<file path="src/rtl/crop_scheduler_if.sv">
// Stream bundle between crop_scheduler and its neighbours: request source,
// pixel source, the external crop_filter and the cropped-pixel sink.
interface crop_scheduler_if #(
  parameter int PIXEL_BIT_WIDTH  = 16,
  parameter int IMG_ROW_BITWIDTH = 10,
  parameter int IMG_COL_BITWIDTH = 10
);
  logic [IMG_ROW_BITWIDTH+IMG_COL_BITWIDTH-1:0] req_TDATA;
  logic                                         req_TVALID;
  logic                                         req_TREADY;

  logic [PIXEL_BIT_WIDTH-1:0]  src_pixel_TDATA;
  logic                        src_pixel_TVALID;
  logic                        src_pixel_TREADY;

  logic [PIXEL_BIT_WIDTH-1:0]  filt_pixel_in_TDATA;
  logic                        filt_pixel_in_TVALID;
  logic                        filt_pixel_in_TREADY;

  logic [IMG_ROW_BITWIDTH-1:0] filt_crop_Y1_TDATA;
  logic                        filt_crop_Y1_TVALID;
  logic                        filt_crop_Y1_TREADY;

  logic [IMG_COL_BITWIDTH-1:0] filt_crop_X1_TDATA;
  logic                        filt_crop_X1_TVALID;
  logic                        filt_crop_X1_TREADY;

  logic [PIXEL_BIT_WIDTH-1:0]  filt_pixel_out_TDATA;
  logic                        filt_pixel_out_TVALID;
  logic                        filt_pixel_out_TREADY;

  logic [PIXEL_BIT_WIDTH-1:0]  pixel_out_TDATA;
  logic                        pixel_out_TVALID;
  logic                        pixel_out_TLAST;
  logic                        pixel_out_TREADY;

  // The scheduler side
  modport master (
    input  req_TDATA, req_TVALID,
    output req_TREADY,
    input  src_pixel_TDATA, src_pixel_TVALID,
    output src_pixel_TREADY,
    output filt_pixel_in_TDATA, filt_pixel_in_TVALID,
    input  filt_pixel_in_TREADY,
    output filt_crop_Y1_TDATA, filt_crop_Y1_TVALID,
    input  filt_crop_Y1_TREADY,
    output filt_crop_X1_TDATA, filt_crop_X1_TVALID,
    input  filt_crop_X1_TREADY,
    input  filt_pixel_out_TDATA, filt_pixel_out_TVALID,
    output filt_pixel_out_TREADY,
    output pixel_out_TDATA, pixel_out_TVALID, pixel_out_TLAST,
    input  pixel_out_TREADY
  );

  // The environment side (sources, filter and sink)
  modport slave (
    output req_TDATA, req_TVALID,
    input  req_TREADY,
    output src_pixel_TDATA, src_pixel_TVALID,
    input  src_pixel_TREADY,
    input  filt_pixel_in_TDATA, filt_pixel_in_TVALID,
    output filt_pixel_in_TREADY,
    input  filt_crop_Y1_TDATA, filt_crop_Y1_TVALID,
    output filt_crop_Y1_TREADY,
    input  filt_crop_X1_TDATA, filt_crop_X1_TVALID,
    output filt_crop_X1_TREADY,
    output filt_pixel_out_TDATA, filt_pixel_out_TVALID,
    input  filt_pixel_out_TREADY,
    input  pixel_out_TDATA, pixel_out_TVALID, pixel_out_TLAST,
    output pixel_out_TREADY
  );
endinterface

</file>
<file path="src/rtl/crop_scheduler.sv">
// Queues (Y1,X1) crop requests and runs one frame through crop_filter per request.
// Optional macro CROP_SCHEDULER_CLAMP_EN clamps loaded coordinates into the frame.
module crop_scheduler #(
  parameter int PIXEL_BIT_WIDTH  = 16,
  parameter int IN_ROWS          = 100,
  parameter int IN_COLS          = 160,
  parameter int OUT_ROWS         = 48,
  parameter int OUT_COLS         = 48,
  parameter int IMG_ROW_BITWIDTH = 10,
  parameter int IMG_COL_BITWIDTH = 10,
  parameter int REQ_DEPTH        = 4
) (
  input  logic                 clk,
  input  logic                 reset,
  crop_scheduler_if.master     bus,
  output logic                 busy,
  output logic                 crop_done,
  output logic [15:0]          crops_completed
);

  localparam int REQ_W     = IMG_ROW_BITWIDTH + IMG_COL_BITWIDTH;
  localparam int IN_TOTAL  = IN_ROWS * IN_COLS;
  localparam int OUT_TOTAL = OUT_ROWS * OUT_COLS;
  localparam int IN_CW     = $clog2(IN_TOTAL + 1);
  localparam int OUT_CW    = $clog2(OUT_TOTAL + 1);
  localparam int PTR_W     = $clog2(REQ_DEPTH);
  localparam int CNT_W     = $clog2(REQ_DEPTH + 1);

  typedef enum logic [1:0] {IDLE, CFG, STREAM, DONE} state_t;

  state_t                       state, next_state;
  logic [REQ_W-1:0]             fifo_mem [REQ_DEPTH];
  logic [PTR_W-1:0]             wr_ptr, rd_ptr;
  logic [CNT_W-1:0]             count, count_after;
  logic [IMG_ROW_BITWIDTH-1:0]  y1;
  logic [IMG_COL_BITWIDTH-1:0]  x1;
  logic                         y1_done, x1_done;
  logic [IN_CW-1:0]             in_cnt;
  logic [OUT_CW-1:0]            out_cnt;
  logic                         push, pop, load, in_ok, out_ok, in_hs, out_hs;
  logic                         stream, y1_hs, x1_hs;
  logic [REQ_W-1:0]             load_src, load_req;

  function automatic logic [REQ_W-1:0] clamp_req(input logic [REQ_W-1:0] r);
`ifdef CROP_SCHEDULER_CLAMP_EN
    localparam logic [IMG_ROW_BITWIDTH-1:0] Y_MAX = IMG_ROW_BITWIDTH'(IN_ROWS - OUT_ROWS);
    localparam logic [IMG_COL_BITWIDTH-1:0] X_MAX = IMG_COL_BITWIDTH'(IN_COLS - OUT_COLS);
    logic [IMG_ROW_BITWIDTH-1:0] y;
    logic [IMG_COL_BITWIDTH-1:0] x;
    y = r[REQ_W-1:IMG_COL_BITWIDTH];
    x = r[IMG_COL_BITWIDTH-1:0];
    if (y > Y_MAX) y = Y_MAX;
    if (x > X_MAX) x = X_MAX;
    return {y, x};
`else
    return r;
`endif
  endfunction

  assign bus.req_TREADY = reset & (count < CNT_W'(REQ_DEPTH));
  assign push           = bus.req_TVALID & bus.req_TREADY;
  assign pop            = (state == DONE);
  assign count_after    = count + CNT_W'(push) - CNT_W'(pop);

  // Leaving DONE the next head is either the entry behind the popped one or,
  // when that slot is empty, the request being pushed in this same cycle.
  always_comb begin
    load_src = fifo_mem[rd_ptr];
    if (state == DONE) begin
      if (count > CNT_W'(1)) load_src = fifo_mem[rd_ptr + PTR_W'(1)];
      else                   load_src = bus.req_TDATA;
    end
  end

  assign load     = ((state == IDLE) && (count != '0)) ||
                    ((state == DONE) && (count_after != '0));
  assign load_req = clamp_req(load_src);

  assign stream = (state == STREAM);
  assign in_ok  = in_cnt < IN_CW'(IN_TOTAL);
  assign out_ok = out_cnt < OUT_CW'(OUT_TOTAL);
  assign in_hs  = stream & in_ok & bus.src_pixel_TVALID & bus.filt_pixel_in_TREADY;
  assign out_hs = stream & out_ok & bus.filt_pixel_out_TVALID & bus.pixel_out_TREADY;

  assign bus.filt_pixel_in_TDATA   = bus.src_pixel_TDATA;
  assign bus.filt_pixel_in_TVALID  = stream & in_ok & bus.src_pixel_TVALID;
  assign bus.src_pixel_TREADY      = stream & in_ok & bus.filt_pixel_in_TREADY;
  assign bus.pixel_out_TDATA       = bus.filt_pixel_out_TDATA;
  assign bus.pixel_out_TVALID      = stream & out_ok & bus.filt_pixel_out_TVALID;
  assign bus.filt_pixel_out_TREADY = stream & out_ok & bus.pixel_out_TREADY;
  assign bus.pixel_out_TLAST       = stream & out_ok & (out_cnt == OUT_CW'(OUT_TOTAL - 1));

  assign bus.filt_crop_Y1_TDATA  = y1;
  assign bus.filt_crop_X1_TDATA  = x1;
  assign bus.filt_crop_Y1_TVALID = (state == CFG) & ~y1_done;
  assign bus.filt_crop_X1_TVALID = (state == CFG) & ~x1_done;
  assign y1_hs = bus.filt_crop_Y1_TVALID & bus.filt_crop_Y1_TREADY;
  assign x1_hs = bus.filt_crop_X1_TVALID & bus.filt_crop_X1_TREADY;

  assign busy      = (state != IDLE);
  assign crop_done = (state == DONE);

  always_comb begin
    next_state = state;
    case (state)
      IDLE:    if (count != '0) next_state = CFG;
      CFG:     if (y1_done && x1_done) next_state = STREAM;
      STREAM:  if ((in_cnt == IN_CW'(IN_TOTAL)) && (out_cnt == OUT_CW'(OUT_TOTAL)))
                 next_state = DONE;
      DONE:    next_state = (count_after != '0) ? CFG : IDLE;
      default: next_state = IDLE;
    endcase
  end

  always_ff @(posedge clk or negedge reset) begin
    if (!reset) state <= IDLE;
    else        state <= next_state;
  end

  always_ff @(posedge clk) begin
    if (push) fifo_mem[wr_ptr] <= bus.req_TDATA;
  end

  always_ff @(posedge clk or negedge reset) begin
    if (!reset) begin
      wr_ptr <= '0;
      rd_ptr <= '0;
      count  <= '0;
    end else begin
      if (push) wr_ptr <= wr_ptr + PTR_W'(1);
      if (pop)  rd_ptr <= rd_ptr + PTR_W'(1);
      count <= count_after;
    end
  end

  // Done flags are sticky through CFG so each coordinate is sent exactly once
  always_ff @(posedge clk or negedge reset) begin
    if (!reset) begin
      y1      <= '0;
      x1      <= '0;
      y1_done <= 1'b0;
      x1_done <= 1'b0;
    end else begin
      if (load) begin
        y1 <= load_req[REQ_W-1:IMG_COL_BITWIDTH];
        x1 <= load_req[IMG_COL_BITWIDTH-1:0];
      end
      if (state != CFG) begin
        y1_done <= 1'b0;
        x1_done <= 1'b0;
      end else begin
        if (y1_hs) y1_done <= 1'b1;
        if (x1_hs) x1_done <= 1'b1;
      end
    end
  end

  always_ff @(posedge clk or negedge reset) begin
    if (!reset) begin
      in_cnt          <= '0;
      out_cnt         <= '0;
      crops_completed <= '0;
    end else if (state == DONE) begin
      in_cnt          <= '0;
      out_cnt         <= '0;
      crops_completed <= crops_completed + 16'd1;
    end else begin
      if (in_hs)  in_cnt  <= in_cnt + IN_CW'(1);
      if (out_hs) out_cnt <= out_cnt + OUT_CW'(1);
    end
  end

endmodule

</file>
<file path="src/flat_wrapper.sv">
// flat-port wrapper written by rule: the top's interface ports become plain ports
module crop_scheduler_flat 
#(
  parameter int PIXEL_BIT_WIDTH  = 16,
  parameter int IN_ROWS          = 100,
  parameter int IN_COLS          = 160,
  parameter int OUT_ROWS         = 48,
  parameter int OUT_COLS         = 48,
  parameter int IMG_ROW_BITWIDTH = 10,
  parameter int IMG_COL_BITWIDTH = 10,
  parameter int REQ_DEPTH        = 4
)
  (clk, reset, busy, crop_done, crops_completed, bus_req_TDATA, bus_req_TVALID, bus_req_TREADY, bus_src_pixel_TDATA, bus_src_pixel_TVALID, bus_src_pixel_TREADY, bus_filt_pixel_in_TDATA, bus_filt_pixel_in_TVALID, bus_filt_pixel_in_TREADY, bus_filt_crop_Y1_TDATA, bus_filt_crop_Y1_TVALID, bus_filt_crop_Y1_TREADY, bus_filt_crop_X1_TDATA, bus_filt_crop_X1_TVALID, bus_filt_crop_X1_TREADY, bus_filt_pixel_out_TDATA, bus_filt_pixel_out_TVALID, bus_filt_pixel_out_TREADY, bus_pixel_out_TDATA, bus_pixel_out_TVALID, bus_pixel_out_TLAST, bus_pixel_out_TREADY);
  crop_scheduler_if #(.PIXEL_BIT_WIDTH(PIXEL_BIT_WIDTH), .IMG_ROW_BITWIDTH(IMG_ROW_BITWIDTH), .IMG_COL_BITWIDTH(IMG_COL_BITWIDTH)) bus_i ();
  input  logic clk;
  input  logic reset;
  output logic busy;
  output logic crop_done;
  output logic [15:0] crops_completed;
  input wire logic [$bits(bus_i.req_TDATA)-1:0] bus_req_TDATA;
  input wire logic [$bits(bus_i.req_TVALID)-1:0] bus_req_TVALID;
  output wire logic [$bits(bus_i.req_TREADY)-1:0] bus_req_TREADY;
  input wire logic [$bits(bus_i.src_pixel_TDATA)-1:0] bus_src_pixel_TDATA;
  input wire logic [$bits(bus_i.src_pixel_TVALID)-1:0] bus_src_pixel_TVALID;
  output wire logic [$bits(bus_i.src_pixel_TREADY)-1:0] bus_src_pixel_TREADY;
  output wire logic [$bits(bus_i.filt_pixel_in_TDATA)-1:0] bus_filt_pixel_in_TDATA;
  output wire logic [$bits(bus_i.filt_pixel_in_TVALID)-1:0] bus_filt_pixel_in_TVALID;
  input wire logic [$bits(bus_i.filt_pixel_in_TREADY)-1:0] bus_filt_pixel_in_TREADY;
  output wire logic [$bits(bus_i.filt_crop_Y1_TDATA)-1:0] bus_filt_crop_Y1_TDATA;
  output wire logic [$bits(bus_i.filt_crop_Y1_TVALID)-1:0] bus_filt_crop_Y1_TVALID;
  input wire logic [$bits(bus_i.filt_crop_Y1_TREADY)-1:0] bus_filt_crop_Y1_TREADY;
  output wire logic [$bits(bus_i.filt_crop_X1_TDATA)-1:0] bus_filt_crop_X1_TDATA;
  output wire logic [$bits(bus_i.filt_crop_X1_TVALID)-1:0] bus_filt_crop_X1_TVALID;
  input wire logic [$bits(bus_i.filt_crop_X1_TREADY)-1:0] bus_filt_crop_X1_TREADY;
  input wire logic [$bits(bus_i.filt_pixel_out_TDATA)-1:0] bus_filt_pixel_out_TDATA;
  input wire logic [$bits(bus_i.filt_pixel_out_TVALID)-1:0] bus_filt_pixel_out_TVALID;
  output wire logic [$bits(bus_i.filt_pixel_out_TREADY)-1:0] bus_filt_pixel_out_TREADY;
  output wire logic [$bits(bus_i.pixel_out_TDATA)-1:0] bus_pixel_out_TDATA;
  output wire logic [$bits(bus_i.pixel_out_TVALID)-1:0] bus_pixel_out_TVALID;
  output wire logic [$bits(bus_i.pixel_out_TLAST)-1:0] bus_pixel_out_TLAST;
  input wire logic [$bits(bus_i.pixel_out_TREADY)-1:0] bus_pixel_out_TREADY;
  assign bus_i.req_TDATA = bus_req_TDATA;
  assign bus_i.req_TVALID = bus_req_TVALID;
  assign bus_req_TREADY = bus_i.req_TREADY;
  assign bus_i.src_pixel_TDATA = bus_src_pixel_TDATA;
  assign bus_i.src_pixel_TVALID = bus_src_pixel_TVALID;
  assign bus_src_pixel_TREADY = bus_i.src_pixel_TREADY;
  assign bus_filt_pixel_in_TDATA = bus_i.filt_pixel_in_TDATA;
  assign bus_filt_pixel_in_TVALID = bus_i.filt_pixel_in_TVALID;
  assign bus_i.filt_pixel_in_TREADY = bus_filt_pixel_in_TREADY;
  assign bus_filt_crop_Y1_TDATA = bus_i.filt_crop_Y1_TDATA;
  assign bus_filt_crop_Y1_TVALID = bus_i.filt_crop_Y1_TVALID;
  assign bus_i.filt_crop_Y1_TREADY = bus_filt_crop_Y1_TREADY;
  assign bus_filt_crop_X1_TDATA = bus_i.filt_crop_X1_TDATA;
  assign bus_filt_crop_X1_TVALID = bus_i.filt_crop_X1_TVALID;
  assign bus_i.filt_crop_X1_TREADY = bus_filt_crop_X1_TREADY;
  assign bus_i.filt_pixel_out_TDATA = bus_filt_pixel_out_TDATA;
  assign bus_i.filt_pixel_out_TVALID = bus_filt_pixel_out_TVALID;
  assign bus_filt_pixel_out_TREADY = bus_i.filt_pixel_out_TREADY;
  assign bus_pixel_out_TDATA = bus_i.pixel_out_TDATA;
  assign bus_pixel_out_TVALID = bus_i.pixel_out_TVALID;
  assign bus_pixel_out_TLAST = bus_i.pixel_out_TLAST;
  assign bus_i.pixel_out_TREADY = bus_pixel_out_TREADY;
  crop_scheduler #(.PIXEL_BIT_WIDTH(PIXEL_BIT_WIDTH), .IN_ROWS(IN_ROWS), .IN_COLS(IN_COLS), .OUT_ROWS(OUT_ROWS), .OUT_COLS(OUT_COLS), .IMG_ROW_BITWIDTH(IMG_ROW_BITWIDTH), .IMG_COL_BITWIDTH(IMG_COL_BITWIDTH), .REQ_DEPTH(REQ_DEPTH)) u_core (.clk(clk), .reset(reset), .bus(bus_i), .busy(busy), .crop_done(crop_done), .crops_completed(crops_completed));
endmodule
</file>
<file path="config.mk">
export PLATFORM = sky130hd
export DESIGN_NAME = crop_scheduler_flat
export DESIGN_NICKNAME = d
export VERILOG_FILES = /design/src/rtl/crop_scheduler_if.sv /design/src/rtl/crop_scheduler.sv /design/src/flat_wrapper.sv
export SDC_FILE = /design/constraint.sdc
export NUM_CORES = 1
export LEC_CHECK = 0
export CAP_MARGIN = 25
export CORE_MARGIN = 2
export CORE_UTILIZATION = 24
export DETAILED_ROUTE_END_ITERATION = 16
export GPL_TIMING_DRIVEN = 0
export HOLD_SLACK_MARGIN = 0.02
export SLEW_MARGIN = 5
export SYNTH_ARGS = -nofsm -noshare
export SYNTH_HDL_FRONTEND = slang
export SYNTH_SLANG_ARGS = --single-unit
</file>
<file path="constraint.sdc">
create_clock -name clk -period 3.84 [get_ports clk]
set_clock_uncertainty 0.05 [all_clocks]
set_input_delay 0.96 -clock clk [delete_from_list [all_inputs] [get_ports clk]]
set_output_delay 0.96 -clock clk [all_outputs]
set_load 0.02 [all_outputs]
</file>
==> flow_metrics.env <==
export IMPL_grt_pass1_vias=5544
export IMPL_pin_count=139
export IMPL_switching_share_pct=40.6
export IMPL_vdd_drop_max_uv=297
export IMPL_cp_required_ns=4.05
export IMPL_drt_pass1_iter_count=7
export IMPL_postSynthCellCount=671
export IMPL_insertion_delay_ns=0.42
export IMPL_wirelength_mm=19.9
export IMPL_crit_cells=11
export IMPL_grt_max_degree=46
export IMPL_die_w_microns=181
export IMPL_p_switching_uw=3000
export IMPL_maxCapViolCount=0
export IMPL_cts_tree="yes"
export IMPL_power_leakage_uw=0.00377
export IMPL_finalWeightedCongestion=0.791
export IMPL_ys_flop_type="edfxtp_1"
export IMPL_synthToLayoutAreaGrowth_pct=30.5
export IMPL_drv_slew=0
export IMPL_final_nets=882
export IMPL_synth_seq_area_share_pct=56.0
export IMPL_max_freq_mhz=283
export IMPL_worst_slew_pin_transition_ns=0.898
export IMPL_initial_core_util_pct=24.6
export IMPL_finalCriticalPeriod_ns=3.54
export IMPL_worstSetupEndpoint="u_core.bus.filt_crop_X1_TDATA[6]"
export IMPL_cts_root_buf="clkbuf_16"
export IMPL_cp_slowest_cell="clkbuf_1"
export IMPL_r2r_cells=10
export IMPL_fillers=3102
export IMPL_pwr_share_seq_pct=31.9
export IMPL_route_detailed_vias_per_inst=4.74
export IMPL_instances_no_fill=1211
export IMPL_num_vias=5743
export IMPL_wire_per_inst_microns=16.4
export IMPL_die_h_microns=181
export IMPL_rsz0062_at_grt="false"
export IMPL_syn_avg_cell_area_sq_um=11.3
export IMPL_n_antenna_cell=0
export IMPL_setup_slack_ns=0.301
export IMPL_clock_path_buffers=2
export IMPL_synth_cell_types=50
export IMPL_yosys_warnings=0
export IMPL_reg2reg_slack_ns=0.67
export IMPL_fin_util_pct=32.1
export IMPL_cp_end_kind="flip-flop"
export IMPL_power_frac_clock_pct=24.3
export IMPL_io_buffers=106
export IMPL_post_place_ws_ns=-0.618
export IMPL_first_iter_violations=361
export IMPL_synth_edf_count=80
export IMPL_num_rows=64
export IMPL_path_buf_inv=3
export IMPL_netlist_area_sq_mm=0.00755
export IMPL_cp_startpoint="reset"
export IMPL_cp_start_kind="primary input"
export IMPL_pwr_density_cell_mw_per_mm2=749
export IMPL_grt_pass1_wl_mm=30.7
export IMPL_grt_overflow=0
export IMPL_numCtsBuffers=17
export IMPL_antenna_found_initial=0
export IMPL_combPwrFrac_pct=43.8
export IMPL_drc=0
export IMPL_postSynthNetCount=751
export IMPL_drive_gt1_share_pct=11.2
export IMPL_fin_crit_sh_pct=92.2
export IMPL_r2r_end="u_core.bus.filt_crop_X1_TDATA[6]"
export IMPL_ant_nets=0
export IMPL_setup_viol=0
export IMPL_dp_hpwl_mm=13.2
export IMPL_dieArea_sq_mm=0.0329
export IMPL_status="complete, no violations"
export IMPL_worstPathMaxFanout=31
export IMPL_relSlewSlack_pct=40.1
export IMPL_placedCellCount=1176
export IMPL_synth_seq_cells=153
export IMPL_critPathTopFamily="buffers and inverters"
export IMPL_cpPeakStageDelay_ns=0.53
export IMPL_grt_use_total_pct=11.9
export IMPL_core_sq_mm=0.0307
export IMPL_finalHoldViolCount=0
export IMPL_hp_class="primary input to asynchronous set/reset pin"
export IMPL_path_cells="buf_6, buf_16, nor2b_2, and2_1, ha_1, fa_1, xnor2_1, o31ai_1, o21ai_1, clkbuf_1, a31oi_1"
export IMPL_cts_setup_buffers=0
export IMPL_arrival_ns=3.75
export IMPL_cts_max_level=4
export IMPL_clk_pin_slew_ns=0.07
export IMPL_criticalPathCategory="primary input to flip-flop"
export IMPL_rr_startpoint="u_core.state[0]"
export IMPL_clock_sinks=153
export IMPL_internal_power_uw=4380
export IMPL_async_flop_share_pct=47.7
[synth_stat cells, drive strengths merged (2+ instances only)]
master	instances	area share, %
ha	18	3.0
nor2b	3	0.25
and4	2	0.27
xor2	6	0.70
nand4	8	0.66
mux2	2	0.30
edfxtp	80	32
nand2b	4	0.33
buf	48	4.2
nor2	36	1.8
o21a	2	0.20
nor4b	2	0.23
nor3	19	1.3
or4	3	0.30
a31oi	22	1.8
xnor2	15	1.7
nand3	39	2.6
o221ai	20	2.3
o21ai	46	3.0
dfrtp	73	24
nor4	4	0.33
o31ai	3	0.30
and2	4	0.33
a21oi	17	1.1
inv	19	0.94
nand2	40	2.0
o22ai	20	1.7
mux2i	63	8.3
clkbuf	27	1.4
or2	2	0.17
and3	12	0.99
[how the worst min path moves through the flow]
stage	endpoint	cells after the start
floorplan	u_core.x1_done	1
global placement	u_core.crops_completed[15]	1
detailed placement	u_core.crops_completed[15]	1
CTS	u_core.crops_completed[12]	1
global route	u_core.crops_completed[12]	1
finish	u_core.crops_completed[12]	1
[worst register-to-register path, cell delays in order, from the launching register on]
cell and delay, ns:
dfrtp_1 0.44, ha_1 0.29, ha_1 0.30, inv_1 0.04, ha_1 0.18, fa_1 0.38
xnor2_1 0.23, o31ai_1 0.11, o21ai_1 0.29, clkbuf_1 0.53, a31oi_1 0.18
[power by group through the flow]
stage | logic [uW] | registers, uW | clock network (uW)
3_3_place_gp | 3150 | 2370 | 0
4_1_cts | 3230 | 2350 | 1840
5_1_grt | 3520 | 2410 | 1910
2_1_floorplan | 1920 | 2470 | 0
3_5_place_dp | 3210 | 2380 | 0
6_report | 3230 | 2350 | 1800
[registers in the layout, summed over array words and instances, names as in the netlist]
name and cells:
u_core.bus.filt_crop_Y1_TDATA 10, u_core.fifo_mem 80, u_core.y1_done 1, u_core.count 3, u_core.in_cnt 14, u_core.state 2, u_core.out_cnt 12, u_core.x1_done 1
u_core.rd_ptr 2, u_core.bus.filt_crop_X1_TDATA 10, u_core.crops_completed 16, u_core.wr_ptr 2
[cell type report]
class / count / area (sq um) / area share (%)
flip-flops and latches: 153 / 4230 / 42.9
repair buffers: 112 / 1170 / 11.9
inverters: 19 / 71.3 / 0.724
clock buffers: 17 / 425 / 4.32
plain buffers: 75 / 420 / 4.27
clock inverters: 15 / 206 / 2.09
well taps: 396 / 495 / 5.03
multi-input cells: 424 / 2840 / 28.8
[per-layer routing]
| metal | share of wire [%] | global-route usage, % | wire length (microns) |
|---|---|---|---|
| met5 | 0 | 0 | 0 |
| met4 | 0.78 | 3.02 | 155 |
| met3 | 7.0 | 3.57 | 1380 |
| met2 | 46 | 18.7 | 9140 |
| met1 | 46 | 16.0 | 9200 |
[logic make-up (layout without fill, tap and decap cells)]
group,Yosys count,count (layout),synth area share (%)
AND/OR/NAND/NOR,180,180,11.7
flip-flops,153,153,56.0
AO/OA/AOI/OAI,139,139,11.5
buffers and inverters,94,238,6.46
multiplexers,65,65,8.65
XOR/XNOR,21,21,2.44
adder cells (fa/ha/maj),19,19,3.25
[per-stage QoR]
stage	hold slack (ns)	area, sq um	power, uW	TNS, ns
after CTS	0.360	9800	7420	0
final	0.374	9860	7380	0
after global placement	0.410	9110	5530	-357.93
after detailed placement	0.409	9160	5590	-11.67
after floorplan	0.414	7550	4390	0
after global routing	0.376	9860	7840	0
[cell usage in the layout, fill, tap and decap left out, drive strengths merged, types with 2 or more instances in the layout]
master / Yosys / routed
nand4: 8 / 8
o221ai: 20 / 20
buf: 48 / 54
nand3: 39 / 39
xor2: 6 / 6
nand2: 40 / 40
xnor2: 15 / 15
a21oi: 17 / 17
or4: 3 / 3
inv: 19 / 27
nor2b: 3 / 3
nand2b: 4 / 4
clkbuf: 27 / 45
o22ai: 20 / 20
mux2: 2 / 2
and2: 4 / 4
clkdlybuf4s50: 0 / 105
nor3: 19 / 19
ha: 18 / 18
and4: 2 / 2
edfxtp: 80 / 80
dfrtp: 73 / 73
nor4b: 2 / 2
o21ai: 46 / 46
clkinv: 0 / 4
mux2i: 63 / 63
o31ai: 3 / 3
o21a: 2 / 2
nor2: 36 / 36
bufinv: 0 / 3
or2: 2 / 2
nor4: 4 / 4
a31oi: 22 / 22
and3: 12 / 12
[repair_timing]
action,4_1_cts,5_1_grt
cloned,0,1
hold buffers,0,0
endpoints found under the setup margin,20,20
gates resized for setup,3,4
Power figures use the tool's default switching activity.
